`src/rtl/sng_pkg.sv`:
```
// Shared types and helpers for the multi-channel stochastic number generator:
// random-source select, FSM states, maximal LFSR tap masks and bit reversal.
package sng_pkg;

  typedef enum logic [1:0] {
    SRC_LFSR     = 2'd0,
    SRC_REVCNT   = 2'd1,
    SRC_LFSR_ROT = 2'd2
  } src_e;

  typedef enum logic [1:0] {
    ST_IDLE = 2'd0,
    ST_RUN  = 2'd1,
    ST_DONE = 2'd2
  } state_e;

  localparam int MIN_WIDTH = 4;
  localparam int MAX_WIDTH = 16;

  // Mask bit i feeds stage i into the XOR; all entries give maximal-length sequences.
  function automatic logic [15:0] lfsr_taps(input int width);
    case (width)
      4:       return 16'h000C;
      5:       return 16'h0014;
      6:       return 16'h0030;
      7:       return 16'h0060;
      8:       return 16'h00B8;
      9:       return 16'h0110;
      10:      return 16'h0240;
      11:      return 16'h0500;
      12:      return 16'h0829;
      13:      return 16'h100D;
      14:      return 16'h2015;
      15:      return 16'h6000;
      16:      return 16'hB400;
      default: return 16'h0000;
    endcase
  endfunction

  function automatic logic [15:0] bit_reverse(input logic [15:0] v, input int width);
    logic [15:0] r;
    r = '0;
    for (int i = 0; i < MAX_WIDTH; i++) begin
      if (i < width) r[4'(i)] = v[4'(width - 1 - i)];
    end
    return r;
  endfunction

  // Reserved encoding 3 falls back to the shared LFSR.
  function automatic src_e src_decode(input logic [1:0] m);
    case (m)
      2'd1:    return SRC_REVCNT;
      2'd2:    return SRC_LFSR_ROT;
      default: return SRC_LFSR;
    endcase
  endfunction

endpackage

```
`src/rtl/sng_multi_if.sv`:
```
// Request/stream bundle between the SNG and its neighbours; the master side
// issues start/operands and accepts bits, the slave side is the generator.
interface sng_multi_if #(
  parameter int WIDTH = 8,
`ifdef SNG_MULTI_PACK_EN
  parameter int BSL   = 255,
`endif
  parameter int N_CH  = 4
);

  logic                    start;
  logic [1:0]              mode;
  logic [N_CH*WIDTH-1:0]   a;
  logic [N_CH-1:0]         bit_out;
  logic                    bit_vld;
  logic                    bit_rdy;
  logic                    busy;
  logic                    done;

`ifdef SNG_MULTI_PACK_EN
  logic [N_CH*BSL-1:0]     a_sbs;

  modport master (
    output start, mode, a, bit_rdy,
    input  bit_out, bit_vld, busy, done, a_sbs
  );

  modport slave (
    input  start, mode, a, bit_rdy,
    output bit_out, bit_vld, busy, done, a_sbs
  );
`else
  modport master (
    output start, mode, a, bit_rdy,
    input  bit_out, bit_vld, busy, done
  );

  modport slave (
    input  start, mode, a, bit_rdy,
    output bit_out, bit_vld, busy, done
  );
`endif

endinterface

```
`src/rtl/sng_lfsr.sv`:
```
// Fibonacci shift-left LFSR shared by all channels; load/step take effect next cycle,
// holds its value whenever step is low (this is how downstream stalls freeze the stream).
module sng_lfsr
  import sng_pkg::*;
#(
  parameter int               WIDTH = 8,
  parameter logic [WIDTH-1:0] SEED  = WIDTH'(8'd244)
) (
  input  logic             clk,
  input  logic             rst,
  input  logic             load,
  input  logic             step,
  output logic [WIDTH-1:0] value
);

  localparam logic [WIDTH-1:0] TAPS    = WIDTH'(lfsr_taps(WIDTH));
  // An all-zero state would lock up the register, so substitute 1.
  localparam logic [WIDTH-1:0] SEED_NZ = (SEED == '0) ? WIDTH'(1) : SEED;

  logic [WIDTH-1:0] lfsr_q;
  logic             fb;

  assign fb = ^(lfsr_q & TAPS);

  always_ff @(posedge clk) begin
    if (rst || load) begin
      lfsr_q <= SEED_NZ;
    end else if (step) begin
      lfsr_q <= {lfsr_q[WIDTH-2:0], fb};
    end
  end

  assign value = lfsr_q;

endmodule

```
`src/rtl/sng_multi.sv`:
```
// N_CH-channel stochastic number generator: start -> bits next cycle, BSL transfers, done pulse.
// bit_rdy low freezes counter, LFSR and bit_out; SNG_MULTI_PACK_EN adds the packed a_sbs buffer.
module sng_multi
  import sng_pkg::*;
#(
  parameter int               WIDTH     = 8,
  parameter int               N_CH      = 4,
  parameter int               BSL       = 255,
  parameter logic [WIDTH-1:0] LFSR_SEED = WIDTH'(8'd244)
) (
  input  logic        clk,
  input  logic        rst,
  sng_multi_if.slave  bus
);

  if (WIDTH < MIN_WIDTH || WIDTH > MAX_WIDTH) begin : g_bad_width
    $error("sng_multi: WIDTH must be within 4..16");
  end
  if (BSL < 1 || BSL > (2 ** WIDTH) - 1) begin : g_bad_bsl
    $error("sng_multi: BSL must be within 1..2^WIDTH-1");
  end

  state_e           state_q, state_d;
  src_e             mode_q;
  logic [WIDTH-1:0] a_q [N_CH];
  logic [WIDTH-1:0] cnt_q;
  logic [WIDTH-1:0] cnt_rev;
  logic [WIDTH-1:0] lfsr_val;
  logic [N_CH-1:0]  bit_raw;
  logic             run;
  logic             start_acc;
  logic             xfer;
  logic             last_xfer;

  assign run       = (state_q == ST_RUN);
  assign start_acc = (state_q == ST_IDLE) && bus.start;
  assign xfer      = run && bus.bit_rdy;
  assign last_xfer = xfer && (cnt_q == WIDTH'(BSL - 1));

  always_comb begin
    state_d = state_q;
    case (state_q)
      ST_IDLE: if (bus.start) state_d = ST_RUN;
      ST_RUN:  if (last_xfer) state_d = ST_DONE;
      ST_DONE: state_d = ST_IDLE;
      default: state_d = ST_IDLE;
    endcase
  end

  always_ff @(posedge clk) begin
    if (rst) state_q <= ST_IDLE;
    else     state_q <= state_d;
  end

  // Operands and source are frozen for the whole run; cnt doubles as the bit index.
  always_ff @(posedge clk) begin
    if (rst) begin
      for (int k = 0; k < N_CH; k++) a_q[k] <= '0;
      mode_q <= SRC_LFSR;
      cnt_q  <= '0;
    end else if (start_acc) begin
      for (int k = 0; k < N_CH; k++) a_q[k] <= bus.a[k*WIDTH +: WIDTH];
      mode_q <= src_decode(bus.mode);
      cnt_q  <= '0;
    end else if (xfer) begin
      cnt_q  <= cnt_q + WIDTH'(1);
    end
  end

  sng_lfsr #(
    .WIDTH (WIDTH),
    .SEED  (LFSR_SEED)
  ) u_lfsr (
    .clk   (clk),
    .rst   (rst),
    .load  (start_acc),
    .step  (xfer),
    .value (lfsr_val)
  );

  assign cnt_rev = WIDTH'(bit_reverse(16'(cnt_q), WIDTH));

  for (genvar k = 0; k < N_CH; k++) begin : g_ch
    localparam int ROT = k % WIDTH;
    logic [WIDTH-1:0] r_rot;
    logic             b;

    if (ROT == 0) begin : g_norot
      assign r_rot = lfsr_val;
    end else begin : g_rot
      assign r_rot = {lfsr_val[WIDTH-1-ROT:0], lfsr_val[WIDTH-1 -: ROT]};
    end

    // Counter source uses strict compare because it visits r = 0; the LFSR never does.
    always_comb begin
      b = 1'b0;
      case (mode_q)
        SRC_REVCNT:   b = (a_q[k] >  cnt_rev);
        SRC_LFSR_ROT: b = (a_q[k] >= r_rot);
        default:      b = (a_q[k] >= lfsr_val);
      endcase
    end

    assign bit_raw[k] = b;
  end

  assign bus.bit_vld = run;
  assign bus.bit_out = run ? bit_raw : '0;
  assign bus.busy    = (state_q != ST_IDLE);
  assign bus.done    = (state_q == ST_DONE);

`ifdef SNG_MULTI_PACK_EN
  localparam int SBS_AW = $clog2(N_CH * BSL);

  logic [N_CH*BSL-1:0] sbs_q;

  always_ff @(posedge clk) begin
    if (rst || start_acc) begin
      sbs_q <= '0;
    end else if (xfer) begin
      for (int k = 0; k < N_CH; k++) begin
        sbs_q[SBS_AW'(k * BSL) + SBS_AW'(cnt_q)] <= bit_raw[k];
      end
    end
  end

  assign bus.a_sbs = sbs_q;
`endif

endmodule

```
`src/flat_wrapper.sv`:
```
// flat-port wrapper written by rule: the top's interface ports become plain ports
module sng_multi_flat import sng_pkg::*;
#(
  parameter int               WIDTH     = 8,
  parameter int               N_CH      = 4,
  parameter int               BSL       = 255,
  parameter logic [WIDTH-1:0] LFSR_SEED = WIDTH'(8'd244)
)
  (clk, rst, bus_start, bus_mode, bus_a, bus_bit_rdy, bus_bit_out, bus_bit_vld, bus_busy, bus_done);
  sng_multi_if #(.WIDTH(WIDTH), .N_CH(N_CH)) bus_i ();
  input  logic clk;
  input  logic rst;
  input wire logic [$bits(bus_i.start)-1:0] bus_start;
  input wire logic [$bits(bus_i.mode)-1:0] bus_mode;
  input wire logic [$bits(bus_i.a)-1:0] bus_a;
  input wire logic [$bits(bus_i.bit_rdy)-1:0] bus_bit_rdy;
  output wire logic [$bits(bus_i.bit_out)-1:0] bus_bit_out;
  output wire logic [$bits(bus_i.bit_vld)-1:0] bus_bit_vld;
  output wire logic [$bits(bus_i.busy)-1:0] bus_busy;
  output wire logic [$bits(bus_i.done)-1:0] bus_done;
  assign bus_i.start = bus_start;
  assign bus_i.mode = bus_mode;
  assign bus_i.a = bus_a;
  assign bus_i.bit_rdy = bus_bit_rdy;
  assign bus_bit_out = bus_i.bit_out;
  assign bus_bit_vld = bus_i.bit_vld;
  assign bus_busy = bus_i.busy;
  assign bus_done = bus_i.done;
  sng_multi #(.WIDTH(WIDTH), .N_CH(N_CH), .BSL(BSL), .LFSR_SEED(LFSR_SEED)) u_core (.clk(clk), .rst(rst), .bus(bus_i));
endmodule
```
`config.mk`:
```
export PLATFORM = sky130hd
export DESIGN_NAME = sng_multi_flat
export DESIGN_NICKNAME = d
export VERILOG_FILES = /design/src/rtl/sng_pkg.sv /design/src/rtl/sng_multi_if.sv /design/src/rtl/sng_lfsr.sv /design/src/rtl/sng_multi.sv /design/src/flat_wrapper.sv
export SDC_FILE = /design/constraint.sdc
export NUM_CORES = 1
export LEC_CHECK = 0
export ABC_AREA = 1
export CORE_MARGIN = 2
export CORE_UTILIZATION = 58
export CTS_BUF_LIST = sky130_fd_sc_hd__clkbuf_16
export CTS_CLUSTER_SIZE = 40
export DETAILED_ROUTE_END_ITERATION = 7
export PLACE_DENSITY_LB_ADDON = 0.08
export SLEW_MARGIN = 20
export SYNTH_ARGS = -nofsm -noshare
export SYNTH_HDL_FRONTEND = slang
export SYNTH_SLANG_ARGS = --single-unit
```
`constraint.sdc`:
```
create_clock -name clk -period 2.2 [get_ports clk]
set_input_delay 0.55 -clock clk [delete_from_list [all_inputs] [get_ports clk]]
set_output_delay 0.55 -clock clk [all_outputs]
set_load 0.05 [all_outputs]
```
Yosys cells after proc, flatten, opt, wreduce, memory -nomap -nowiden
Memories as Yosys holds them, arrays and structs flattened.
Cells that the tools add are included.
Widths: inputs -> output; s select.

word-level totals
  bits in registers = 20
  memory bits (writable) = 32
  input bits = 38
  output and inout bits = 7
  logic and storage cells = 57
  memories = 1

memories
  memory      depth  bits a word  read ports  clocked after memory_dff  wr ports  RTL line         source
  u_core.a_q  4      8            4           0                         4         sng_multi.sv:25  logic [WIDTH-1:0] a_q [N_CH];

cells by class
  $add $sub $neg = 1
  order comparisons = 11
  equality and inequality tests = 9
  mux-type cells = 18
  bitwise logic cells = 4
  reductions and logical operators = 9

operators by type and width
  kind                 count
  $ge 8x8->1           7
  $gt 8x8->1           4
  $mux 8               4
  $add 8x1->8 const B  1
  $eq 8x8->1 const B   1
  $pmux 2 s2           2
  $reduce_xor 8->1     1
  $eq 2x1->1 const B   3
  $eq 2x2->1 const B   3
  $mux 1               6
  $pmux 1 s2           3
  $mux 2               2
  $mux 4               1
  $ne 2x2->1 const B   2
  $or 1x1->1           4
  $logic_and 1x1->1    3
  $logic_not 2->1      1
  $reduce_and 2->1     1
  $reduce_bool 2->1    1
  $reduce_or 2->1      1
  $logic_or 1x1->1     1

Depth between registers and ports, before layout
  depth after elaboration = 6
  gate-level depth with buffers = 13
  depth with buffers taken out = 13

Modules after synthesis
Synthesis repeated with hierarchy kept, for this count alone.

unflattened totals
  cell total of the unflattened synthesis = 550
  area total of the unflattened synthesis = 4,570.6 um2

by module, submodules not included
  module     times used  cells each  area an instance (um2)  seq. area each (um2)
  sng_multi  1           501         4,219.0                 1,201.2
  sng_lfsr   1           49          351.6                   160.2

Least setup slack after synthesis
Ideal clock, no wire load.

  path kind = reg-to-output
  start = register u_core.u_lfsr.lfsr_q[0] (netlist: u_core.u_lfsr.value[0])
  end = output port bus_bit_out[1]
  arrival = 1.884 ns
  required time = 1.650 ns
  setup slack = -0.234 ns
  cell stages (with the launch flop) = 11
  path buffers = 0
  path through = dfxtp_1 inv_1 ha_1 inv_1 o21bai_1 nand2_1 nand2_1 nand2_1 a21oi_1 nor2_1 nor2_1

on the way
  word-level cells in the longest chain between the ends = 3
  elaborated cells on any way between the ends = 4
  classes of those cells = 2 x order compare; 2 x mux

RTL lines
  what                           RTL line                           source
  start: declaration             sng_lfsr.sv:20                     logic [WIDTH-1:0] lfsr_q;
  start signal: assignment       sng_lfsr.sv:29                     lfsr_q <= {lfsr_q[WIDTH-2:0], fb};
  $ge 8x8->1 (on tied branches)  sng_multi.sv:100, sng_multi.sv:99
  $pmux 1 s2 *                   sng_multi.sv:97                    case (mode_q)
  $mux 4 *                       sng_multi.sv:108                   assign bus.bit_out = run ? bit_raw : '0;
  end: declaration               flat_wrapper.sv:17                 output wire logic [$bits(bus_i.bit_out)-1:0] bus_bit_out;

Every way passes the cells marked *; elsewhere a longest branch is shown, timed or not.

==> impl_metrics.yaml <==
route:
  drtAntennaViolNets: 0
  vias_per_cell: 5.26
  wire_per_inst_um: 15.4
  remaining_drc_errors: 0
  first_pass_iters: 4
  drt_iter0_markers: 138
  wirelength_um: 10800
  via_count: 3674
floorplan:
  rows: 31
  core_mm2: 0.00721
  die_h_um: 90.3
  die_w_um: 90.3
  start_util: 0.599
  dieArea_mm2: 0.00815
  ios: 45
cells_and_area:
  n_antenna_cell: 0
  final-seq-area_mm2: 0.00137
  num-nets-final: 729
  area_growth_pct: 29.4
  multi_input_area_mm2: 0.00285
  drive_gt1_frac: 0.247
  post-route-util: 0.775
  fill_cells: 521
yosys:
  yosysWarnings: 0
  yosysUniqueCellTypes: 33
  ys_seq_area_frac: 0.315
  synthTopCellsByArea: "ha_1 27%, edfxtp_1 22%, dfxtp_1 9.3%"
  synth_top_area_frac: 0.267
  ys_ff_latch: 52
  synth_area_per_cell_um2: 8.18
  synth_edf_count: 32
  synthCells: 528
  syn_nets: 658
  syn-cell-area_mm2: 0.00432
  synth_largest_area_cell: "ha_1"
  synthArstFlopShare: 0
  synth-main-ff-cell: "edfxtp_1"
global_routing:
  antenna_found_initial: 0
  grt_use_total: 0.268
  grt_pass1_vias: 3629
  grt_max_degree: 36
  grt_pass1_wl_um: 17400
  overflow: 0
placed_design:
  place_hpwl_um: 8060
  gp_congestion: 0.955
  dp_slack_ps: -39.8
  io_buffer_count: 44
power_and_ir_drop:
  ir_drop_v: 0.000335
  power.leakage_nw: 2.70
  pwr_density_cell_mw_per_mm2: 521
worst_setup_path:
  max_stage_delay_ps: 520
  worstPathMaxFanout: 3
  cp.buffers_inverters: 2
  path_cells: "ha_4 -> inv_2 -> o21bai_1 -> nand2_1 -> nand2_2 -> nand2_2 -> a21oi_2 -> nor2_2 -> nor2_2 -> buf_12"
  critical_path_class: "reg -> out"
  critPathArrivalTime_ps: 1990
  critical_path.startpoint_type: "register"
  worst_ep_required_time_ps: 1650
  cp_slowest_cell: "edfxtp_1"
  critical_path.top_delay_family: "flip-flops"
  endpoint_kind: "output pin"
clock_network:
  htreeDepth: 2
  clock_latency_ps: 300
  path_clk_slew_ps: 70
  cts_buffers: 5
  cts_tree: "yes"
  ctsHoldBuffers: 0
  root_buffer: "clkbuf_16"
  numClockSinks: 52
  clk_path_buf_depth: 2
sta:
  maxSlewViolCount: 0
  setup_viol: 4
  hold_violations: 0
  fin_ws_ps: -337
  tightest_slew_ps: 509
  max_freq_ghz: 0.394
  slew_headroom: 0.660
  min_period_ps: 2540
  clock_skew_ps: 7.25
  rsz0062_at_grt: "true"
  fin_crit_sh: 1.15
min_path:
  hold_class: "reg -> reg"
outcome:
  status: "complete, but fails checks"
  violations: "setup timing"
flow_run:
  cap_violations: 0
[routing by layer]
metal / GRT usage / share of wire / vias up
li1: - / - / 1880
met1: 0.362 / 0.44 / 1714
met2: 0.454 / 0.50 / 69
met3: 0.0334 / 0.042 / 11
met4: 0.0769 / 0.012 / 0
met5: 0 / 0 / -
[cells by family (layout without fill, tap and decap cells)]
logic type	count (synthesis)	after routing	synth area share
AO/OA/AOI/OAI	83	83	0.109
XOR/XNOR	4	4	0.00811
adder cells (fa/ha/maj)	92	92	0.267
buffers and inverters	101	173	0.0936
flip-flops	52	52	0.315
AND/OR/NAND/NOR	196	196	0.207
[registers in the layout (all words and copies together) (netlist names)]
signal / count
u_core.a_q: 32
u_core.cnt_q: 8
u_core.mode_q: 2
u_core.state_q: 2
u_core.u_lfsr.value: 8
[stage by stage]
stage / setup TNS, ps / total power [mW] / area (µm²) / cells / hold WS (ps)
2_1_floorplan: -15.9 / 1.66 / 4330 / 528 / 443
3_3_place_gp: -35.6 / 1.92 / 5100 / 689 / 471
5_1_grt: -1520 / 3.08 / 5590 / 699 / 525
6_report: -1180 / 2.91 / 5590 / 699 / 497
4_1_cts: -1040 / 2.84 / 5380 / 699 / 495
3_5_place_dp: -96.2 / 1.95 / 5100 / 689 / 482
[what timing repair did]
item / 4_1_cts / 5_1_grt
buffers inserted: 2 / 0
setup endpoints to repair: 4 / 6
gates resized for setup: 41 / 39
pin swaps: 19 / 27
[Yosys cell counts (3+ instances only)]
cell and n:
a21o_1 4, a21oi_1 48, buf_6 3, dfxtp_1 20, edfxtp_1 32, ha_1 92
inv_1 95, nand2_1 102, nand4_1 11, nor2_1 41, nor2_2 29, nor3_1 3
o21a_1 7, o21ai_0 14, o21bai_1 3, xnor2_1 3
[where the power goes]
| group | switching [mW] | internal [mW] | leakage, nW |
|---|---|---|---|
| Sequential | 0.0705 | 1.11 | 0.509 |
| Combinational | 0.482 | 0.387 | 2.10 |
| Clock | 0.366 | 0.496 | 0.0829 |
[placed cells by master (no fill, tap or decap), drive strengths merged, types with 4 or more instances in the layout]
cell and count:
nand2 104, inv 98, ha 92, nor2 73, a21oi 48, clkdlybuf4s50 37, edfxtp 32, buf 30
dfxtp 20, o21ai 16, nand4 11, o21a 7, clkbuf 6, a21o 4
[worst paths after layout]
| kind | from | end | slack, ps | cells after the start |
|---|---|---|---|---|
| max reg2reg | u_core.state_q[0] | u_core.a_q[1][6] | 680 | 6 |
| min reg2reg | u_core.u_lfsr.value[1] | u_core.u_lfsr.value[2] | 500 | 2 |
| min | u_core.u_lfsr.value[1] | u_core.u_lfsr.value[2] | 500 | 2 |
| max | u_core.a_q[1][1] | bus_bit_out[1] | -340 | 10 |
[worst register-to-register path, stage by stage, from the launching register on]
cell     delay (ps)
dfxtp_1         340
nor2_1          130
nand2_1          90
inv_1           100
nor2_4           70
inv_2           130
buf_4           320
[layout make-up]
cell class | count | share of cell area
Multi-Input combinational cell | 375 | 0.510
Sequential cell | 52 | 0.245
Timing Repair Buffer | 69 | 0.127
Inverter | 96 | 0.0663
Clock buffer | 6 | 0.0269
Tap cell | 99 | 0.0222
Clock inverter | 2 | 0.00269
Note: power is estimated with default switching activity, not from simulation.
